--- config.mk ---
export PLATFORM = sky130hd
export DESIGN_NAME = firdec
export DESIGN_NICKNAME = d
export VERILOG_FILES = /design/src/rtl/firdec_pkg.sv /design/src/rtl/firdec_fifo.sv /design/src/rtl/firdec.sv
export SDC_FILE = /design/constraint.sdc
export NUM_CORES = 1
export LEC_CHECK = 0
export CORE_AREA = 2 2 82 84
export DETAILED_ROUTE_END_ITERATION = 12
export DIE_AREA = 0 0 84 86
export MAX_ROUTING_LAYER = met4
export PLACE_DENSITY = 0.61
export RECOVER_POWER = 50
export SLEW_MARGIN = 10
export SYNTH_ARGS = -nofsm -noshare
export SYNTH_HDL_FRONTEND = slang
export SYNTH_SLANG_ARGS = --single-unit
--- constraint.sdc ---
create_clock -name clk -period 2.59 [get_ports clk]
set_clock_uncertainty 0.1 [all_clocks]
set_input_delay 0.259 -clock clk [delete_from_list [all_inputs] [get_ports clk]]
set_output_delay 0.259 -clock clk [all_outputs]
set_load 0.02 [all_outputs]
--- src/rtl/firdec_pkg.sv ---
`default_nettype none
// ============================================================================
// Module     : firdec_pkg
// Description: Shared constants and helper functions for the FIR decimator /
//              requantizer. The rounding and saturation helpers work on a
//              wide signed intermediate so that callers with any IW/OW can
//              use them and cast the result down to their own width.
// Revision   : 1.0 - initial release
// ============================================================================
package firdec_pkg;

    // Width of the wide signed intermediate used by the helpers
    localparam int unsigned C_CALC_W = 64;

    // Width of an occupancy counter that must represent 0..depth inclusive
    function automatic int lvl_w(input int depth);
        return $clog2(depth) + 1;
    endfunction

    // Round-half-up arithmetic right shift; sh == 0 passes v through untouched
    function automatic logic signed [C_CALC_W-1:0] round_shr(
        input logic signed [C_CALC_W-1:0] v,
        input int                         sh
    );
        logic signed [C_CALC_W-1:0] bias;
        if (sh == 0) begin
            return v;
        end
        bias = 64'sd1 <<< (sh - 1);
        return (v + bias) >>> sh;
    endfunction

    function automatic logic signed [C_CALC_W-1:0] ow_max(input int ow);
        return (64'sd1 <<< (ow - 1)) - 64'sd1;
    endfunction

    function automatic logic signed [C_CALC_W-1:0] ow_min(input int ow);
        return -(64'sd1 <<< (ow - 1));
    endfunction

    // True when v cannot be represented as an ow-bit signed value
    function automatic logic out_of_range(
        input logic signed [C_CALC_W-1:0] v,
        input int                         ow
    );
        return (v > ow_max(ow)) || (v < ow_min(ow));
    endfunction

    // Clamp v into the ow-bit signed range
    function automatic logic signed [C_CALC_W-1:0] sat(
        input logic signed [C_CALC_W-1:0] v,
        input int                         ow
    );
        if (v > ow_max(ow)) begin
            return ow_max(ow);
        end
        if (v < ow_min(ow)) begin
            return ow_min(ow);
        end
        return v;
    endfunction

endpackage
`default_nettype wire

--- src/rtl/firdec_fifo.sv ---
`default_nettype none
// ============================================================================
// Module     : firdec_fifo
// Description: Synchronous output FIFO for the decimator. A push into a full
//              FIFO is only accepted when a pop happens in the same cycle.
//              o_data reads 0 while the FIFO is empty.
// Ports      : clk, rst       - clock, synchronous active-high reset
//              i_push, i_data - write request and data
//              i_pop          - read request (ignored when empty)
//              o_data         - FIFO head
//              o_full/o_empty - occupancy flags
//              o_level        - occupancy 0..DEPTH
// Revision   : 1.0 - initial release
// ============================================================================
module firdec_fifo
    import firdec_pkg::*;
#(
    parameter int OW    = 8,
    parameter int DEPTH = 4
) (
    input  logic                       clk,
    input  logic                       rst,
    input  logic                       i_push,
    input  logic [OW-1:0]              i_data,
    input  logic                       i_pop,
    output logic [OW-1:0]              o_data,
    output logic                       o_full,
    output logic                       o_empty,
    output logic [lvl_w(DEPTH)-1:0]    o_level
);

    localparam int C_PW = $clog2(DEPTH);
    localparam int C_LW = lvl_w(DEPTH);

    logic [OW-1:0]   r_mem_q [DEPTH];
    logic [C_PW-1:0] r_rd_q;
    logic [C_PW-1:0] r_wr_q;
    logic [C_LW-1:0] r_level_q;
    logic [C_LW-1:0] w_level_d;
    logic            w_pop_ok;
    logic            w_push_ok;

    assign o_empty   = (r_level_q == '0);
    assign o_full    = (r_level_q == C_LW'(DEPTH));
    assign w_pop_ok  = i_pop && !o_empty;
    // A full FIFO frees a slot in the same cycle it is popped
    assign w_push_ok = i_push && (!o_full || w_pop_ok);

    always_comb begin
        w_level_d = r_level_q;
        case ({w_push_ok, w_pop_ok})
            2'b10:   w_level_d = r_level_q + C_LW'(1);
            2'b01:   w_level_d = r_level_q - C_LW'(1);
            default: w_level_d = r_level_q;
        endcase
    end

    // Pointers wrap naturally because DEPTH is a power of two
    always_ff @(posedge clk) begin
        if (rst) begin
            r_rd_q    <= '0;
            r_wr_q    <= '0;
            r_level_q <= '0;
        end else begin
            if (w_push_ok) begin
                r_wr_q <= r_wr_q + C_PW'(1);
            end
            if (w_pop_ok) begin
                r_rd_q <= r_rd_q + C_PW'(1);
            end
            r_level_q <= w_level_d;
        end
    end

    // Storage needs no reset: the head is masked while empty
    always_ff @(posedge clk) begin
        if (w_push_ok) begin
            r_mem_q[r_wr_q] <= i_data;
        end
    end

    assign o_data  = o_empty ? '0 : r_mem_q[r_rd_q];
    assign o_level = r_level_q;

endmodule
`default_nettype wire

--- src/rtl/firdec.sv ---
`default_nettype none
// ============================================================================
// Module     : firdec
// Description: Keeps every M-th valid input sample, rounds it by an arithmetic
//              right shift of SHIFT bits, requantizes to OW bits and queues
//              the result in a DEPTH-entry output FIFO.
//              Build option FIRDEC_SAT_EN: out-of-range results clamp to the
//              OW range; otherwise they wrap to their low OW bits.
// Ports      : clk, clear      - clock, synchronous active-high reset
//              valid, x        - input sample strobe and data
//              out_valid, y    - FIFO head present / head value (0 if none)
//              out_ready       - consumer takes the head
//              level           - FIFO occupancy
//              overflow        - sticky out-of-range flag
//              drop            - one-cycle pulse when a result hits a full FIFO
// Revision   : 1.0 - initial release
// ============================================================================
module firdec
    import firdec_pkg::*;
#(
    parameter int IW    = 16,
    parameter int OW    = 8,
    parameter int SHIFT = 4,
    parameter int M     = 4,
    parameter int DEPTH = 4
) (
    input  logic                       clk,
    input  logic                       clear,
    input  logic                       valid,
    input  logic signed [IW-1:0]       x,
    output logic                       out_valid,
    input  logic                       out_ready,
    output logic signed [OW-1:0]       y,
    output logic [lvl_w(DEPTH)-1:0]    level,
    output logic                       overflow,
    output logic                       drop
);

    localparam int C_CW = (M > 1) ? $clog2(M) : 1;

    logic [C_CW-1:0]     r_cnt_q;
    logic [C_CW-1:0]     w_cnt_d;
    logic                w_keep;
    logic signed [IW:0]  w_r;
    logic                w_ovf;
    logic [OW-1:0]       w_req;
    logic                r_s1_vld_q;
    logic [OW-1:0]       r_s1_data_q;
    logic                r_ovf_q;
    logic                r_drop_q;
    logic                w_full;
    logic                w_empty;
    logic [OW-1:0]       w_head;

    // ---------------------------------------------------------------- decimate
    assign w_keep  = valid && (r_cnt_q == C_CW'(M - 1));
    assign w_cnt_d = (r_cnt_q == C_CW'(M - 1)) ? '0 : r_cnt_q + C_CW'(1);

    // ------------------------------------------------------------- requantize
    // IW+1 bits hold the rounded result without loss for any input
    assign w_r   = (IW + 1)'(round_shr(64'(x), SHIFT));
    assign w_ovf = out_of_range(64'(w_r), OW);

`ifdef FIRDEC_SAT_EN
    assign w_req = OW'(sat(64'(w_r), OW));
`else
    assign w_req = OW'(w_r);
`endif

    // ---------------------------------------------------------------- stage 1
    always_ff @(posedge clk) begin
        if (clear) begin
            r_cnt_q     <= '0;
            r_s1_vld_q  <= 1'b0;
            r_s1_data_q <= '0;
            r_ovf_q     <= 1'b0;
            r_drop_q    <= 1'b0;
        end else begin
            if (valid) begin
                r_cnt_q <= w_cnt_d;
            end
            r_s1_vld_q <= w_keep;
            if (w_keep) begin
                r_s1_data_q <= w_req;
                if (w_ovf) begin
                    r_ovf_q <= 1'b1;
                end
            end
            // A stage 1 result that meets a full FIFO with no pop is lost
            r_drop_q <= r_s1_vld_q && w_full && !out_ready;
        end
    end

    // ------------------------------------------------------------ output FIFO
    firdec_fifo #(
        .OW    (OW),
        .DEPTH (DEPTH)
    ) u_fifo (
        .clk     (clk),
        .rst     (clear),
        .i_push  (r_s1_vld_q),
        .i_data  (r_s1_data_q),
        .i_pop   (out_ready),
        .o_data  (w_head),
        .o_full  (w_full),
        .o_empty (w_empty),
        .o_level (level)
    );

    assign out_valid = !w_empty;
    assign y         = w_head;
    assign overflow  = r_ovf_q;
    assign drop      = r_drop_q;

endmodule
`default_nettype wire

==> results.toml <==
[setup_path]
crit_family = "simple AND/OR/NAND/NOR gates"
crit_path_end_kind = "flip-flop"
arrival_ps = 2620
cp.required_ps = 2720
worstPathCellList = "clkdlybuf4s50_1, or4b_4, and2_4, inv_2, ha_2, inv_1, fa_2, xor2_1, or3_4, a21oi_2"
path_depth = 10
crit_fanout = 2
cp_slowest_cell = "or4b_4"
timing.rr.start = "u_fifo.o_level[0]"
path_buf_inv = 3
start_kind = "primary input"
cp_slowest_stage_delay_ps = 500
r2r_cells = 9
startpoint = "out_ready"
path_class = "in -> reg"

[clock_tree]
numCtsBuffers = 5
h-tree-depth = 2
tritoncts = "done"
hold_buffers = 0
path_clk_slew_ps = 90
clockRootBuffer = "clkbuf_8"
clk_path_buf_depth = 2
cts.sinks = 54
clock_latency_ps = 300
post_cts_buffers = 0

[floorplan]
dieHeight_um = 86
core_area_um2 = 6280
die_x_um = 84
rows = 29
pin_count = 34
die_area_um2 = 7220
start_util_pct = 39.3

[synthesis]
avgSynthCellArea_um2 = 12.6
synth-seq-cells = 54
synth.top_cell.area_share_pct = 38.9
synth_cell_types = 39
synth_flop_cell = "edfxtp_1"
synthTopCellsByCount = "edfxtp_1 (32), nor2_1 (23), dfxtp_1 (22)"
syn_area_um2 = 2470
synth-edff-count = 32
synth_most_common_cell = "edfxtp_1"
synth_seq_area_share_pct = 56.8
synthesis.nets = 224
synth_top_cell_by_area = "edfxtp_1"
yosysWarnings = 0
syn-instance-count = 196
ys_async_sr_fraction_pct = 0
synth_area_leaders = "edfxtp_1 (39%), dfxtp_1 (18%), mux4_2 (7.3%), ha_1 (3.5%), nor2_1 (3.5%)"

[detailed_routing]
drt-initial-drc-count = 53
vias = 1555
wl_per_cell_um = 13.6
wl_mm = 4.24
firstDrtPassIters = 4
drc_errors = 0
via_per_inst = 5.00
antenna_left = 0

[hold_path]
hold_path.class = "reg -> reg"
hp-start = "r_s1_data_q[3]"
holdPathStages = 0

[sta]
period_needed_ps = 2490
fin_crit_sh_pct = 96.1
slew_violations = 0
finalSetupViolCount = 0
grt_setup_unrepaired = "no"
max_freq_ghz = 0.402
setup_ws_ps = 102
hold_violations = 0
slew_headroom_pct = 46.1
worstMarginPinSlew_ps = 808

[finish]
regArea_um2 = 1400
n_antenna_cell = 0
area_growth_pct = 23.6
fin_nets = 261
multi_input_area_um2 = 1000
drive_gt1_share_pct = 15.8
nFillCells = 583

[grt]
antenna_found_initial = 0
grt_pass1_vias = 1543
grt-ovfl-total = 0
grt_max_degree = 22
grt_usage_pct = 12.9
grt_pass1_wl_mm = 7.20

[status]
status = "completed"

[place]
post-place-ws_ps = -212
portBuffers = 30
hpwl_mm = 3.00
gp_congestion = 0.872

[power_and_ir_drop]
power_density_nw_per_um2 = 555
power_leakage_uw = 0.000968
power_uw = 1690
vdd_ir_drop_max_v = 0.000293

[job]
maxCapViolations = 0
-- logic make-up (layout without fill, tap and decap cells) --
kind of cell               after synthesis  in the layout  share of synthesized area, %
muxes                                   12             12                          8.92
adders and majority gates                8              8                          4.36
AOI/OAI and AO/OA                       21             21                          5.98
buffers and inverters                   21             59                          3.50
and+or+nand+nor                         65             65                          15.2
DFF                                     54             54                          56.8
xor gates and xnor gates                15             15                          5.32
-- sequential cells by signal (all words and copies together) (netlist names), named ones only --
signal,cells
r_cnt_q,2
overflow,1
u_fifo.r_mem_q,32
u_fifo.r_rd_q,2
r_s1_data_q,8
u_fifo.o_level,3
u_fifo.r_wr_q,2
drop,1
r_s1_vld_q,1
-- power breakdown --
part / switching [uW] / total (uW) / internal [uW]
Sequential: 5.59 / 914 / 908
Combinational: 55.6 / 111 / 55.7
Clock: 256 / 668 / 412
-- repair_timing --
action | in CTS | in global routing
resized for setup | 0 | 9
endpoints found under the setup margin | 0 | 1
hold endpoints to repair | 0 | 0
-- stage by stage --
step / setup TNS (ps) / std cells / hold slack [ps] / utilization, % / area (um^2)
3_5_place_dp: -212 / 303 / 395 / 46.1 / 2900
3_3_place_gp: -176 / 303 / 380 / 46.1 / 2900
4_1_cts: 0 / 311 / 408 / 48.4 / 3040
6_report: 0 / 311 / 404 / 48.6 / 3050
5_1_grt: 0 / 311 / 429 / 48.6 / 3050
2_1_floorplan: 0 / 196 / 231 / - / 2470
-- final cells by class --
cell class	instances	area share [%]
Timing Repair Buffer	40	12.1
Tap cell	77	3.16
Multi-Input combinational cell	121	32.8
Inverter	11	1.35
Clock buffer	6	2.71
Sequential cell	54	46.0
Clock inverter	2	1.97
-- routing by layer --
metal	vias to the layer above	GRT usage [%]	wire length, um
met1	729	16.3	2020
met2	31	20.7	2020
met3	6	2.12	125
li1	789	-	-
met4	0	5.72	75
met5	-	-	0
-- cell usage in the layout (no fill, tap or decap), drive strengths merged, types with 2 or more instances in the layout --
master,n
edfxtp,32
clkdlybuf4s50,26
nor2,23
dfxtp,22
inv,11
and2,11
mux4,8
xor2,8
buf,8
clkbuf,8
xnor2,7
a211oi,7
ha,7
nand2,6
a21oi,6
and3,5
nor4,5
nand3,5
mux2i,4
dlygate4sd3,4
a2111oi,2
bufinv,2
or3,2
-- path summary, 6_finish.rpt --
kind / end / slack [ps]
min: u_fifo.r_mem_q[0][3] / 400
max reg2reg: u_fifo.o_level[2] / 120
max: u_fifo.o_level[2] / 100
min reg2reg: u_fifo.r_mem_q[0][3] / 400
(Power assumes the default switching activity.)
